File: config.mk
export PLATFORM = sky130hd
export DESIGN_NAME = kmer_part_receiver
export DESIGN_NICKNAME = d
export VERILOG_FILES = /design/src/rtl/kmer_part_receiver_pkg.sv /design/src/rtl/kmer_part_receiver_onehot_base_decoder.sv /design/src/rtl/kmer_part_receiver.sv
export SDC_FILE = /design/constraint.sdc
export NUM_CORES = 1
export LEC_CHECK = 0
export ABC_AREA = 1
export CAP_MARGIN = 0
export CORE_MARGIN = 5
export CORE_UTILIZATION = 56
export CTS_BUF_LIST = sky130_fd_sc_hd__clkbuf_8 sky130_fd_sc_hd__clkbuf_16
export DETAILED_ROUTE_END_ITERATION = 8
export PLACE_DENSITY = 0.85
export RECOVER_POWER = 50
export SLEW_MARGIN = 20
export SYNTH_ARGS = -nofsm -noshare
export SYNTH_HDL_FRONTEND = slang
export SYNTH_SLANG_ARGS = --single-unit
export TNS_END_PERCENT = 100
File: constraint.sdc
create_clock -name clk -period 3.8 [get_ports clk]
set_input_delay 1.14 -clock clk [delete_from_list [all_inputs] [get_ports clk]]
set_output_delay 1.14 -clock clk [all_outputs]
set_load 0.02 [all_outputs]
File: src/rtl/kmer_part_receiver_pkg.sv
// Shared constants and types for the k-mer part receiver: geometry of a
// k-mer, one-hot base patterns, their 2-bit codes and the receiver states.
package kmer_part_receiver_pkg;

   localparam int KMER_LEN                = 16;
   localparam int EXTENDER_OUT_PART_COUNT = 2;
   localparam int PART_COUNT              = EXTENDER_OUT_PART_COUNT;
   localparam int ONE_HOT_LEN             = 4;
   localparam int BASE_LEN                = 2;
   localparam int INDICE_LEN              = 9;

   localparam int KMER_BITS    = KMER_LEN * BASE_LEN;
   localparam int KMER_BEATS   = KMER_LEN / EXTENDER_OUT_PART_COUNT;
   localparam int BEAT_BITS    = PART_COUNT * BASE_LEN;
   localparam int BEAT_CNT_LEN = $clog2(KMER_BEATS);

   localparam logic [BEAT_CNT_LEN-1:0] LAST_BEAT = BEAT_CNT_LEN'(KMER_BEATS - 1);

   localparam logic [ONE_HOT_LEN-1:0] OH_A = 4'b0001;
   localparam logic [ONE_HOT_LEN-1:0] OH_C = 4'b0010;
   localparam logic [ONE_HOT_LEN-1:0] OH_G = 4'b0100;
   localparam logic [ONE_HOT_LEN-1:0] OH_T = 4'b1000;

   localparam logic [BASE_LEN-1:0] BASE_A = 2'b00;
   localparam logic [BASE_LEN-1:0] BASE_C = 2'b01;
   localparam logic [BASE_LEN-1:0] BASE_G = 2'b10;
   localparam logic [BASE_LEN-1:0] BASE_T = 2'b11;

   typedef enum logic {
      RX_COLLECT,
      RX_DROP
   } kmer_rx_state_e;

endpackage

File: src/rtl/kmer_part_receiver_onehot_base_decoder.sv
// Combinational one-hot to 2-bit base decoder; zero or multi-hot inputs
// are reported through legal=0 and yield a don't-care code.
module onehot_base_decoder
   import kmer_part_receiver_pkg::*;
(
   input  logic [ONE_HOT_LEN-1:0] one_hot,
   output logic [BASE_LEN-1:0]    code,
   output logic                   legal
);

   always_comb begin
      code  = BASE_A;
      legal = 1'b1;
      case (one_hot)
         OH_A:    code = BASE_A;
         OH_C:    code = BASE_C;
         OH_G:    code = BASE_G;
         OH_T:    code = BASE_T;
         default: legal = 1'b0;
      endcase
   end

endmodule

File: src/rtl/kmer_part_receiver.sv
// Receive side of the extender stream: decodes one-hot bases, packs a full
// k-mer for the hasher and drops k-mers with bad bases or broken framing.
module kmer_part_receiver
   import kmer_part_receiver_pkg::*;
(
   input  logic                              clk,
   input  logic                              rst_n,
   input  logic                              part_valid,
   output logic                              part_ready,
   input  logic [PART_COUNT*ONE_HOT_LEN-1:0] part_data,
   input  logic [INDICE_LEN-1:0]             part_index,
   input  logic                              part_last,
   output logic                              kmer_valid,
   input  logic                              kmer_ready,
   output logic [KMER_BITS-1:0]              kmer_data,
   output logic [INDICE_LEN-1:0]             kmer_index,
   output logic                              err_onehot,
   output logic                              err_len
);

   kmer_rx_state_e            state, state_next;
   logic [BEAT_CNT_LEN-1:0]   beat_cnt, beat_cnt_next;
   logic                      bad, bad_next;
   logic [KMER_BITS-1:0]      acc, acc_next;
   logic [INDICE_LEN-1:0]     index_reg;
   logic [BASE_LEN-1:0]       codes [PART_COUNT];
   logic [PART_COUNT-1:0]     legal;
   logic [BEAT_BITS-1:0]      beat_code;
   logic                      beat_illegal;
   logic                      shift, capture, load, set_err_len, set_err_onehot;

   for (genvar p = 0; p < PART_COUNT; p++) begin : g_dec
      onehot_base_decoder u_dec (
         .one_hot (part_data[p*ONE_HOT_LEN +: ONE_HOT_LEN]),
         .code    (codes[p]),
         .legal   (legal[p])
      );
   end

   // The earlier base (lowest input slice) lands in the most significant code slot.
   always_comb begin
      beat_code = '0;
      for (int p = 0; p < PART_COUNT; p++) begin
         beat_code[(PART_COUNT-1-p)*BASE_LEN +: BASE_LEN] = codes[p];
      end
   end

   assign beat_illegal = ~&legal;
   assign acc_next     = {acc[KMER_BITS-BEAT_BITS-1:0], beat_code};

   always_ff @(posedge clk or negedge rst_n) begin
      if (!rst_n) begin
         state <= RX_COLLECT;
      end else begin
         state <= state_next;
      end
   end

   always_comb begin
      state_next     = state;
      beat_cnt_next  = beat_cnt;
      bad_next       = bad;
      part_ready     = 1'b1;
      shift          = 1'b0;
      capture        = 1'b0;
      load           = 1'b0;
      set_err_len    = 1'b0;
      set_err_onehot = 1'b0;
      case (state)
         RX_COLLECT: begin
            // Only the final beat needs the output register free.
            part_ready = (beat_cnt != LAST_BEAT) || !kmer_valid || kmer_ready;
            if (part_valid && part_ready) begin
               shift   = 1'b1;
               capture = (beat_cnt == '0);
               if (beat_cnt != LAST_BEAT) begin
                  if (part_last) begin
                     set_err_len   = 1'b1;
                     beat_cnt_next = '0;
                     bad_next      = 1'b0;
                  end else begin
                     beat_cnt_next = beat_cnt + 1'b1;
                     bad_next      = bad | beat_illegal;
                  end
               end else if (part_last) begin
                  beat_cnt_next = '0;
                  bad_next      = 1'b0;
                  if (bad || beat_illegal) begin
                     set_err_onehot = 1'b1;
                  end else begin
                     load = 1'b1;
                  end
               end else begin
                  set_err_len   = 1'b1;
                  beat_cnt_next = '0;
                  bad_next      = 1'b0;
                  state_next    = RX_DROP;
               end
            end
         end
         RX_DROP: begin
            if (part_valid && part_last) begin
               state_next = RX_COLLECT;
            end
         end
         default: state_next = RX_COLLECT;
      endcase
   end

   always_ff @(posedge clk or negedge rst_n) begin
      if (!rst_n) begin
         beat_cnt   <= '0;
         bad        <= 1'b0;
         acc        <= '0;
         index_reg  <= '0;
         kmer_valid <= 1'b0;
         kmer_data  <= '0;
         kmer_index <= '0;
         err_len    <= 1'b0;
         err_onehot <= 1'b0;
      end else begin
         beat_cnt   <= beat_cnt_next;
         bad        <= bad_next;
         err_len    <= set_err_len;
         err_onehot <= set_err_onehot;
         if (shift) begin
            acc <= acc_next;
         end
         if (capture) begin
            index_reg <= part_index;
         end
         if (load) begin
            kmer_valid <= 1'b1;
            kmer_data  <= acc_next;
            kmer_index <= index_reg;
         end else if (kmer_ready) begin
            kmer_valid <= 1'b0;
         end
      end
   end

endmodule

# == Word-level counts from Yosys, hierarchy flattened ==
# Cells that the tools add are included.
# word_totals
ramBits,0
inputBits,22
latch_bits,0
register_bits,86
wordCells,69
out_inout_bits,45
mem_bits_ro,0
memories,0
# classes
n_reduce_logical,13
n_addsub,1
bitwise,2
eq_ne,9
div,0
muxes,34
mul,0
order_cmp,0
shifts,0
# ops
cell,n
$mux W1,29
$pmux W2 S3,2
$eq A4 B1 Y1 const B,2
$eq A4 B2 Y1 const B,2
$eq A4 B3 Y1 const B,2
$eq A4 B4 Y1 const B,2
$reduce_or A4 Y1,2
$mux W3,2
$reduce_and A2 Y1,2
$add A3 B1 Y3 const B,1
$logic_not A3 Y1,1
$logic_or A1 B1 Y1,3
$ne A3 B3 Y1 const B,1
$logic_and A1 B1 Y1,2
$logic_not A1 Y1,2
$pmux W1 S2,1
$reduce_bool A2 Y1,1
$not A1 Y1,1
$or A1 B1 Y1,1

# == Logic depth before layout (Yosys ltp) ==
# depth
depth_word,12
mapped_depth,9

# == Hierarchy ==
# Synthesis repeated with hierarchy kept, for this count alone.
# hier_totals
hier_cells,415
area_unflattened_um2,3661.0
# by_module_without_submodules
mod,cells_each,n_inst,area_each_um2
kmer_part_receiver,381,1,3523.4
onehot_base_decoder,17,2,68.8

# == Worst setup path before layout ==
# No wires, ideal clock.
# synth_path
path_kind,input -> output
startpoint,input port kmer_ready
endpoint,output port part_ready
setup_slack_ns,1.008
cell_stages,3
n_path_buf,0
arrival_time_ns,1.652
required_time_ns,2.660
cell_sequence,inv_1 nand3_1 or2_2
# synth_between
elab_chain_len,2
# synth_lines
item,line_no,source
from (decl),kmer_part_receiver.sv:14,"input logic kmer_ready,"
$logic_or A1 B1 Y1,kmer_part_receiver.sv:72,part_ready = (beat_cnt != LAST_BEAT) || !kmer_valid || kmer_ready;
$mux W1,kmer_part_receiver.sv:69,case (state)
to (decl),kmer_part_receiver.sv:9,"output logic part_ready,"
# Every way passes these cells.

# == Worst setup path after layout ==
# Same ends and word-level chain as after synthesis.

==> flow_summary.toml <==
[drt]
route.detailed.drc = 0
wl_per_cell_um = 14.0
route.detailed.vias_per_inst = 5.28
initialDrtViolationCount = 232
dr_total_vias = 2893
postRouteWirelength_um = 7690
ant_nets = 0
drtPass1Iterations = 5

[synthesis]
synthCells = 405
postSynthRegisterBits = 86
post_synth_num_cell_types = 21
synth_sequential_area_ratio_pct = 59.4
synth-warning-count = 0
synth_area_sq_mm = 0.00362
synth_area_per_cell_sq_um = 8.94
syn-num-nets = 431

[grt]
antenna_found_initial = 0
largest_net_degree_at_the_start_of_global_routing = 87
vias_in_the_first_global_route = 2914
overflow = 0
grt_pass1_wl_um = 13300
global_router_s_overall_resource_usage_pct = 20.1

[clocking]
ctsHtreeMaxLevel = 3
tritoncts.num_buffers = 9
clock_insertion_delay_worst_skew_ps = 360
postCtsSetupRepairBufs = 0
clockBufferDepth = 2
cts.root.buffer_cell = "sky130_fd_sc_hd__clkbuf_8"
clock_tree_from_tritoncts = "yes"
cts_num_sinks = 86
cts_hold_buffers = 0
post_cts.resized_instances = 0
clk_pin_slew_ps = 80

[place]
place_hpwl_um = 5010
port-buffer-count = 66
detailedPlace.worstSlack_ps = 149
gp_routability_congestion = 0.725

[power]
vdd_ir_drop_max_mv = 0.281
power_per_cell_area_mw_per_mm2 = 416
fin_total_pwr_mw = 1.87
leakagePower_nw = 2.40

[critical_path]
cp_common_cell = "sky130_fd_sc_hd__clkdlybuf4s50_1"
worstPathArrival_ps = 2510
slowest_stage = "sky130_fd_sc_hd__clkdlybuf4s50_1"
crit_required_ps = 2660
critical_path_depth = 5
timing.critical_path.to_type = "output port"
worst_r2r_path_depth = 8
critical_path_peak_fanout = 2
critical-path-max-stage-delay_ps = 540
worst-setup-path-type = "in -> out"
setup_crit_start_kind = "primary input"
path_delay_family = "buffers and inverters"
critPathBufInv = 3
timing.critical_path.cells = "clkdlybuf4s50_1 > inv_1 > nand3_1 > or2_2 > clkdlybuf4s50_1"

[floorplan]
floorplan.initialDensity_pct = 57.4
pin_count = 67
fp.dieW_um = 90.4
core_region_area_sq_mm = 0.00631
die_area_sq_mm = 0.00817
rows = 29
chipHeight_um = 90.4

[sta]
finalSetupViolations = 0
worst_slew_pin_slew_ps = 2040
final.setup_skew_ps = 4.76
hold_violations = 0
fmax_mhz = 274
timing.setup.tns_ps = 0
final_max_slew_viol_count = 87
relSlewSlack_pct = -35.9
layout_setup_ws_ps = 153
grt_setup_unrepaired = "false"
timing.final.crit_period_ps = 3650
final_min_period_over_clock_period_pct = 96.0

[finish]
share_of_final_layout_standard_cells_stronger_than_drive_strength_1_pct = 7.86
largest_register_ff_count = 32
syn2layout_area_growth_pct = 23.9
diodes = 0
most_flop_heavy_register = "kmer_data"
largest_regs = "kmer_data: 32 flops, acc: 28 flops"
final_nets = 493

[hold_path]
worst_hold_path.num_cells = 2
hold_class = "reg -> reg"

[status]
run_status = "finished with violations"
violated_checks = "max-capacitance violations, max-slew violations"

[run]
maxCapViolations = 1
## layer usage
layer  global-route usage (%)  part of all wire, %
met2                     32.2                   48
met1                     25.7                   42
met4                     9.31                  2.2
met3                     4.75                  7.8
met5                        0                    0
## Yosys cell counts
cell type / count / share of area (%)
sky130_fd_sc_hd__clkbuf_1: 8 / 0.83
sky130_fd_sc_hd__nor2_2: 1 / 0.17
sky130_fd_sc_hd__nand3_2: 3 / 0.83
sky130_fd_sc_hd__inv_1: 31 / 3.2
sky130_fd_sc_hd__nand2_2: 4 / 0.69
sky130_fd_sc_hd__nor2_1: 4 / 0.41
sky130_fd_sc_hd__nand2_1: 166 / 17
sky130_fd_sc_hd__buf_2: 6 / 0.83
sky130_fd_sc_hd__or2_2: 1 / 0.17
sky130_fd_sc_hd__o21ai_0: 28 / 3.9
sky130_fd_sc_hd__ha_1: 4 / 1.4
sky130_fd_sc_hd__dfrtp_1: 86 / 59
sky130_fd_sc_hd__nor2_8: 2 / 1.1
sky130_fd_sc_hd__o31ai_1: 2 / 0.41
sky130_fd_sc_hd__nand2_4: 1 / 0.31
sky130_fd_sc_hd__nand4_2: 1 / 0.35
sky130_fd_sc_hd__nor3_1: 1 / 0.14
sky130_fd_sc_hd__nor2_4: 1 / 0.31
sky130_fd_sc_hd__nand3_1: 46 / 6.4
sky130_fd_sc_hd__buf_6: 5 / 1.6
sky130_fd_sc_hd__inv_2: 4 / 0.41
## power breakdown
group / internal [mW] / switching (mW)
Combinational: 0.0623 / 0.105
Clock: 0.353 / 0.310
Sequential: 0.988 / 0.0477
## per-stage QoR
step / cell area, sq um / cells / hold slack (ps) / util, %
detailed placement: 4290 / 533 / 457 / 67.9
finish: 4490 / 548 / 474 / 71.1
global route: 4490 / 548 / 496 / 71.1
CTS: 4500 / 548 / 477 / 71.2
global placement: 4290 / 533 / 453 / 67.9
floorplan: 3620 / 405 / 450 / -
## worst reg2reg max path: cells and delay by family, from the launching register on
family / cells / cell delay, ps
compound gates: 1 / 290
flops: 1 / 380
fa+ha+maj: 2 / 420
buf+inv: 2 / 660
simple gates: 3 / 1070
## final timing paths
path	slack (ps)	to	from
min in group asynchronous	1340	kmer_data[28]$_DFFE_PN0P_	rst_n
setup / recovery	150	part_ready	kmer_ready
max in group asynchronous	1250	acc[23]$_DFFE_PN0P_	rst_n
setup reg to reg	890	index_reg[5]$_DFFE_PN0P_	beat_cnt[0]$_DFFE_PN0P_
hold reg to reg	470	kmer_data[30]$_DFFE_PN0P_	kmer_data[30]$_DFFE_PN0P_
hold / removal	470	kmer_data[30]$_DFFE_PN0P_	kmer_data[30]$_DFFE_PN0P_
## layout by cell type (no fill, tap or decap), types with 3 or more instances in the layout
cell / instances
sky130_fd_sc_hd__nand2_2: 4
sky130_fd_sc_hd__nand2_1: 167
sky130_fd_sc_hd__nand3_1: 46
sky130_fd_sc_hd__inv_2: 4
sky130_fd_sc_hd__buf_4: 3
sky130_fd_sc_hd__o21ai_0: 28
sky130_fd_sc_hd__dfrtp_1: 86
sky130_fd_sc_hd__clkdlybuf4s50_1: 64
sky130_fd_sc_hd__nand3_2: 3
sky130_fd_sc_hd__clkbuf_8: 12
sky130_fd_sc_hd__nor2_1: 4
sky130_fd_sc_hd__inv_1: 31
sky130_fd_sc_hd__ha_1: 4
## kinds of logic after synthesis
kind of cell               Yosys count  synth area share, %
AOI/OAI and AO/OA                   30                 4.28
and+or+nand+nor                    231                 28.1
adders and majority gates            4                 1.38
buffers and inverters               54                 6.84
DFF                                 86                 59.4
## area by class of cell
| cell class | instances | area, sq um |
|---|---|---|
| well taps | 77 | 96.3 |
| inverters | 35 | 131 |
| multi-input cells | 265 | 1210 |
| clock buffers | 12 | 165 |
| fillers | 487 | 1830 |
| clock inverters | 3 | 42.5 |
| repair buffers | 70 | 686 |
| flip-flops and latches | 86 | 2150 |
(Power assumes the default switching activity.)
